File: src/rtl/dice_roll_arbiter.sv
// Round-robin arbiter that lends one dice roller to N_REQ requesters: tumble, settle,
// sample (retrying on illegal faces) and return a tagged result over valid/ready.
module dice_roll_arbiter #(
  parameter int N_REQ     = 4,
  parameter int IDW       = 2,
  parameter int TUMBLE    = 8,
  parameter int MAX_RETRY = 3
) (
  input  logic             i_clk,
  input  logic             i_rst_n,
  input  logic [N_REQ-1:0] i_req,
  output logic [N_REQ-1:0] o_gnt,
  output logic             o_busy,
  output logic             o_dice_en,
  input  logic [2:0]       i_dice_val,
  output logic             o_roll_valid,
  input  logic             i_roll_ready,
  output logic [IDW-1:0]   o_roll_id,
  output logic [2:0]       o_roll_value,
  output logic             o_roll_err,
  output logic [1:0]       o_state
);

  localparam int CW = (TUMBLE > 1) ? $clog2(TUMBLE) : 1;

  typedef enum logic [1:0] {
    S_IDLE   = 2'd0,
    S_TUMBLE = 2'd1,
    S_SETTLE = 2'd2,
    S_RESP   = 2'd3
  } state_t;

  state_t           r_state, w_nxt_state;
  logic [IDW-1:0]   r_ptr, w_nxt_ptr;
  logic [CW-1:0]    r_cnt, w_nxt_cnt;
  logic [3:0]       r_retry, w_nxt_retry;
  logic [N_REQ-1:0] r_gnt, w_nxt_gnt;
  logic             r_busy, w_nxt_busy;
  logic             r_dice_en, w_nxt_dice_en;
  logic             r_valid, w_nxt_valid;
  logic [IDW-1:0]   r_id, w_nxt_id;
  logic [2:0]       r_value, w_nxt_value;
  logic             r_err, w_nxt_err;

  logic             w_found;
  logic [IDW-1:0]   w_win;
  logic [IDW-1:0]   w_idx;
  logic             w_legal;

  // Search starts just after the last served requester, so it has lowest priority.
  always_comb begin
    w_found = 1'b0;
    w_win   = '0;
    w_idx   = '0;
    for (int k = 1; k <= N_REQ; k++) begin
      w_idx = IDW'((int'(r_ptr) + k) % N_REQ);
      if (!w_found && i_req[w_idx]) begin
        w_found = 1'b1;
        w_win   = w_idx;
      end
    end
  end

  assign w_legal = (i_dice_val >= 3'd1) && (i_dice_val <= 3'd6);

  // Result handshake: o_roll_valid rises with the result fields and holds them
  // unchanged until a cycle with i_roll_ready=1; that edge completes the transfer.
  // i_roll_ready is ignored while o_roll_valid=0.
  always_comb begin
    w_nxt_state   = r_state;
    w_nxt_ptr     = r_ptr;
    w_nxt_cnt     = r_cnt;
    w_nxt_retry   = r_retry;
    w_nxt_gnt     = r_gnt;
    w_nxt_dice_en = r_dice_en;
    w_nxt_valid   = r_valid;
    w_nxt_id      = r_id;
    w_nxt_value   = r_value;
    w_nxt_err     = r_err;
    case (r_state)
      S_IDLE: begin
        if (w_found) begin
          w_nxt_state   = S_TUMBLE;
          w_nxt_gnt     = {{(N_REQ-1){1'b0}}, 1'b1} << w_win;
          w_nxt_id      = w_win;
          w_nxt_cnt     = '0;
          w_nxt_retry   = '0;
          w_nxt_dice_en = 1'b1;
        end
      end
      S_TUMBLE: begin
        if (r_cnt == CW'(TUMBLE - 1)) begin
          w_nxt_state   = S_SETTLE;
          w_nxt_dice_en = 1'b0;
        end else begin
          w_nxt_cnt = r_cnt + 1'b1;
        end
      end
      S_SETTLE: begin
        if (w_legal) begin
          w_nxt_state = S_RESP;
          w_nxt_value = i_dice_val;
          w_nxt_err   = 1'b0;
          w_nxt_valid = 1'b1;
        end else if (r_retry < 4'(MAX_RETRY)) begin
          w_nxt_state   = S_TUMBLE;
          w_nxt_retry   = r_retry + 4'd1;
          w_nxt_cnt     = '0;
          w_nxt_dice_en = 1'b1;
        end else begin
          w_nxt_state = S_RESP;
          w_nxt_value = 3'd0;
          w_nxt_err   = 1'b1;
          w_nxt_valid = 1'b1;
        end
      end
      S_RESP: begin
        if (i_roll_ready) begin
          w_nxt_state = S_IDLE;
          w_nxt_valid = 1'b0;
          w_nxt_gnt   = '0;
          w_nxt_ptr   = r_id;
        end
      end
      default: w_nxt_state = S_IDLE;
    endcase
    w_nxt_busy = (w_nxt_state != S_IDLE);
  end

  always_ff @(posedge i_clk) begin
    if (!i_rst_n) begin
      r_state   <= S_IDLE;
      r_ptr     <= IDW'(N_REQ - 1);
      r_cnt     <= '0;
      r_retry   <= '0;
      r_gnt     <= '0;
      r_busy    <= 1'b0;
      r_dice_en <= 1'b0;
      r_valid   <= 1'b0;
      r_id      <= '0;
      r_value   <= 3'd0;
      r_err     <= 1'b0;
    end else begin
      r_state   <= w_nxt_state;
      r_ptr     <= w_nxt_ptr;
      r_cnt     <= w_nxt_cnt;
      r_retry   <= w_nxt_retry;
      r_gnt     <= w_nxt_gnt;
      r_busy    <= w_nxt_busy;
      r_dice_en <= w_nxt_dice_en;
      r_valid   <= w_nxt_valid;
      r_id      <= w_nxt_id;
      r_value   <= w_nxt_value;
      r_err     <= w_nxt_err;
    end
  end

  assign o_gnt        = r_gnt;
  assign o_busy       = r_busy;
  assign o_dice_en    = r_dice_en;
  assign o_roll_valid = r_valid;
  assign o_roll_id    = r_id;
  assign o_roll_value = r_value;
  assign o_roll_err   = r_err;
  assign o_state      = r_state;

endmodule

File: config.mk
export PLATFORM = sky130hd
export DESIGN_NAME = dice_roll_arbiter
export DESIGN_NICKNAME = d
export VERILOG_FILES = /design/src/rtl/dice_roll_arbiter.sv
export SDC_FILE = /design/constraint.sdc
export NUM_CORES = 1
export LEC_CHECK = 0
export BUFFER_PORTS_ARGS = -buffer_cell sky130_fd_sc_hd__buf_2
export CORE_MARGIN = 3
export CORE_UTILIZATION = 42
export CTS_CLUSTER_SIZE = 8
export DETAILED_ROUTE_END_ITERATION = 7
export GPL_TIMING_DRIVEN = 0
export HOLD_SLACK_MARGIN = 0.02
export PLACE_DENSITY = 0.73
export SYNTH_ARGS = -nofsm -noshare
export SYNTH_HDL_FRONTEND = slang
export SYNTH_SLANG_ARGS = --single-unit
File: constraint.sdc
create_clock -name i_clk -period 1.59 [get_ports i_clk]
set_input_delay 0.318 -clock i_clk [delete_from_list [all_inputs] [get_ports i_clk]]
set_output_delay 0.318 -clock i_clk [all_outputs]
set_load 0.02 [all_outputs]
==> flow_metrics.env <==
export IMPL_hp_start="i_rst_n"
export IMPL_drv_cap=0
export IMPL_cts_tree="done"
export IMPL_grt_ovfl_total=0
export IMPL_hold_violations=0
export IMPL_worstSetupPathType="reg -> reg"
export IMPL_maxSlewHeadroom_pct=68.0
export IMPL_clockBufferDepth=2
export IMPL_nets=165
export IMPL_status="finished, final reports clean"
export IMPL_synth_top_family_by_area="simple AND/OR/NAND/NOR gates"
export IMPL_synth_mux_area_share_pct=4.45
export IMPL_cts_buffers=3
export IMPL_seqPwrFrac_pct=52.1
export IMPL_instances_no_fill=181
export IMPL_synth_top_area_share_pct=41.7
export IMPL_synthSimpleGateAreaFrac_pct=27.4
export IMPL_start_util_pct=45.3
export IMPL_synth_distinct_cells=44
export IMPL_drive_above_1_share_pct=27.8
export IMPL_ys_ff_latch=24
export IMPL_regToRegEndpoint="o_busy$_SDFF_PN0_"
export IMPL_antenna_cells=0
export IMPL_clk_pin_slew_ns=0.14
export IMPL_hold_depth=3
export IMPL_drt_iter0_drc=34
export IMPL_crit_chain="ha_1 > ha_1 > o211a_1 > o21a_1 > or2_1"
export IMPL_track_usage_pct=14.7
export IMPL_dpl_hpwl_mm=1.87
export IMPL_dr_pass1_iters=4
export IMPL_syn_to_final_growth_pct=18.8
export IMPL_reg2reg_slack_ns=0.08
export IMPL_dieArea_mm2=0.00341
export IMPL_num_vias=996
export IMPL_rr_startpoint="r_cnt[0]$_SDFFE_PN0P_"
export IMPL_yosysSeqAreaShare_pct=41.7
export IMPL_drc=0
export IMPL_synth_area_mm2=0.00115
export IMPL_skew_ns=0.0176
export IMPL_setup_violations=0
export IMPL_peakVddDrop_mv=0.602
export IMPL_start_kind="register"
export IMPL_finalPower_w=0.00121
export IMPL_pre_cts_ws_ns=0.103
export IMPL_cp_slowest_stage_delay_ns=0.35
export IMPL_comb_power_share_pct=11.8
export IMPL_cp_max_fo=4
export IMPL_cts_root_buf="clkbuf_4"
export IMPL_synth_xor_area_share_pct=0.760
export IMPL_powerDensity_mw_per_mm2=882
export IMPL_setup_tns_ns=0
export IMPL_dpl_cell_area_mm2=0.00131
export IMPL_synthFlopType="dfxtp_1"
export IMPL_worstPathRequired_ns=1.82
export IMPL_grt_max_degree=15
export IMPL_cp_arrival_ns=1.74
export IMPL_design_core_area_mm2=0.00254
export IMPL_critPathSlowestCell="dfxtp_1"
export IMPL_maxSlewViolCount=0
export IMPL_ff_latch_area_um2=480
export IMPL_num_rows=18
export IMPL_clk_latency_ns=0.32
export IMPL_dieHeight_um=58.4
export IMPL_post_drt_wl_per_cell_um=13.0
export IMPL_gp_congestion=0.736
export IMPL_fmax_mhz=664
export IMPL_fin_area_mm2=0.00137
export IMPL_via_per_inst=5.50
export IMPL_yosysTopAreaCell="dfxtp_1"
export IMPL_grt_pass1_vias=936
export IMPL_cp_num_buf_inv=0
export IMPL_cp_common_cell="ha_1"
export IMPL_async_flop_share_pct=0
export IMPL_fin_crit_sh_pct=94.8
export IMPL_switching_share_pct=22.8
export IMPL_cellInternalPower_w=0.000931
export IMPL_netlist_top_cells_area="dfxtp_1, nand3_1, nand4_1"
export IMPL_synth_adder_area_share_pct=3.26
export IMPL_io_buffers=24
export IMPL_cts_sinks=24
export IMPL_fillers=245
export IMPL_syn_inst=123
export IMPL_synth_compound_area_share_pct=17.8
export IMPL_antenna_left=0
export IMPL_p_clk_share_pct=36.1
export IMPL_drt_wl_total_mm=2.35
export IMPL_synth_edf_count=0
export IMPL_syn_area_per_cell_um2=9.37
export IMPL_p_sw_w=0.000276
export IMPL_p_leak_nw=0.633
export IMPL_min_path_type="in -> reg"
export IMPL_whs_endpoint="o_state[0]$_SDFF_PN0_"
export IMPL_grt_pass1_wl_mm=3.93
export IMPL_crit_family="adder cells"
export IMPL_multi_input_area_um2=624
export IMPL_end_kind="register"
export IMPL_die_w_um=58.4
export IMPL_synth_warnings=0
export IMPL_io_pin_count=25
export IMPL_antenna_found_initial=0
export IMPL_fin_crit_ns=1.51
export IMPL_r2r_cells=5
export IMPL_setup_slack_ns=0.0833
export IMPL_tightest_slew_ns=0.477
export IMPL_synthesis_nets=136
export IMPL_dp_cells=177
export IMPL_cts_max_level=1
-- power groups by stage --
stage          clock network, W   logic, W  registers, W
3_5_place_dp                  0   0.000141      0.000643
6_report               0.000436   0.000142      0.000629
2_1_floorplan                 0  0.0000747      0.000658
5_1_grt                0.000470   0.000156      0.000632
3_3_place_gp                  0   0.000136      0.000642
4_1_cts                0.000441   0.000141      0.000629
-- layer usage --
metal | GRT usage (%) | routed length [µm] | share of wire (%) | up-vias
li1 | - | - | - | 502
met1 | 17.2 | 1020 | 43 | 471
met2 | 26.0 | 1200 | 51 | 19
met3 | 2.63 | 100 | 4.3 | 4
met4 | 6.62 | 25 | 1.1 | 0
met5 | 0 | 0 | 0 | -
-- state kept, by name, summed over array words and instances (netlist names) --
name          cells
o_gnt             4
r_ptr             2
o_dice_en         1
o_busy            1
o_roll_err        1
o_state           2
r_cnt             3
o_roll_valid      1
o_roll_value      3
o_roll_id         2
r_retry           4
-- worst max path at each step --
stage | start | end | depth (start not counted)
floorplan | o_state[1]$_SDFF_PN0_ | r_retry[0]$_SDFFE_PN0P_ | 5
global placement | r_retry[0]$_SDFFE_PN0P_ | o_busy$_SDFF_PN0_ | 5
detailed placement | r_retry[0]$_SDFFE_PN0P_ | o_busy$_SDFF_PN0_ | 5
CTS | r_retry[0]$_SDFFE_PN0P_ | o_busy$_SDFF_PN0_ | 5
global route | r_cnt[0]$_SDFFE_PN0P_ | r_cnt[0]$_SDFFE_PN0P_ | 6
finish | r_cnt[0]$_SDFFE_PN0P_ | o_busy$_SDFF_PN0_ | 5
-- metrics by stage --
stage,hold WS (ns),util [%]
after floorplan,0.428,-
after global placement,0.447,51.5
after detailed placement,0.457,51.5
after CTS,0.231,53.5
after global routing,0.226,53.8
final,0.236,53.8
-- cell usage in the layout (no fill, tap or decap), drive strengths merged, types with 3 or more instances in the layout --
master | Yosys | final
nand3 | 10 | 10
dfxtp | 24 | 24
o21ai | 7 | 7
nand4 | 7 | 7
nor2b | 3 | 3
ha | 3 | 3
mux2i | 4 | 4
inv | 3 | 3
a21oi | 7 | 7
a21boi | 3 | 3
buf | 4 | 28
nand2 | 12 | 12
clkbuf | 3 | 6
nor2 | 3 | 3
and3 | 3 | 3
-- synthesized netlist by cell type (2+ instances only) --
library cell	n
nor2b_1	3
o21ai_0	2
o211a_1	2
a21boi_1	3
ha_1	3
nand3_1	10
a21o_1	2
buf_4	2
inv_1	2
nor2_1	3
clkbuf_1	3
or3b_1	2
a21oi_1	6
and3_1	3
nand3b_1	2
nand2_1	11
o21ai_1	5
nand4_1	7
mux2i_1	4
dfxtp_1	24
-- cell type report --
type / instances / area share, %
multi-input combinational: 89 / 45.6
sequential: 24 / 35.1
timing repair buffer: 24 / 8.78
buffer: 7 / 3.11
tap: 30 / 2.74
clock inverter: 1 / 2.19
clock buffer: 3 / 1.65
inverter: 3 / 0.823
-- kinds of logic after synthesis --
| logic type | after synthesis |
|---|---|
| buf+inv | 10 |
| fa+ha+maj | 3 |
| mux | 5 |
| simple gates | 51 |
| flops | 24 |
| compound gates | 29 |
| xor+xnor | 1 |
-- worst register-to-register path, delay by kind of cell, from the launching register on --
| family | cells | cell delay, ns |
|---|---|---|
| flip-flops | 1 | 0.35 |
| adder cells (fa/ha/maj) | 2 | 0.46 |
| AND/OR/NAND/NOR | 1 | 0.20 |
| AO/OA/AOI/OAI | 2 | 0.40 |
-- what timing repair did --
action,CTS,global route
setup endpoints to repair,0,2
setup buffers,0,0
hold buffers,0,0
resized for setup,0,1
Power figures use the tool's default switching activity.
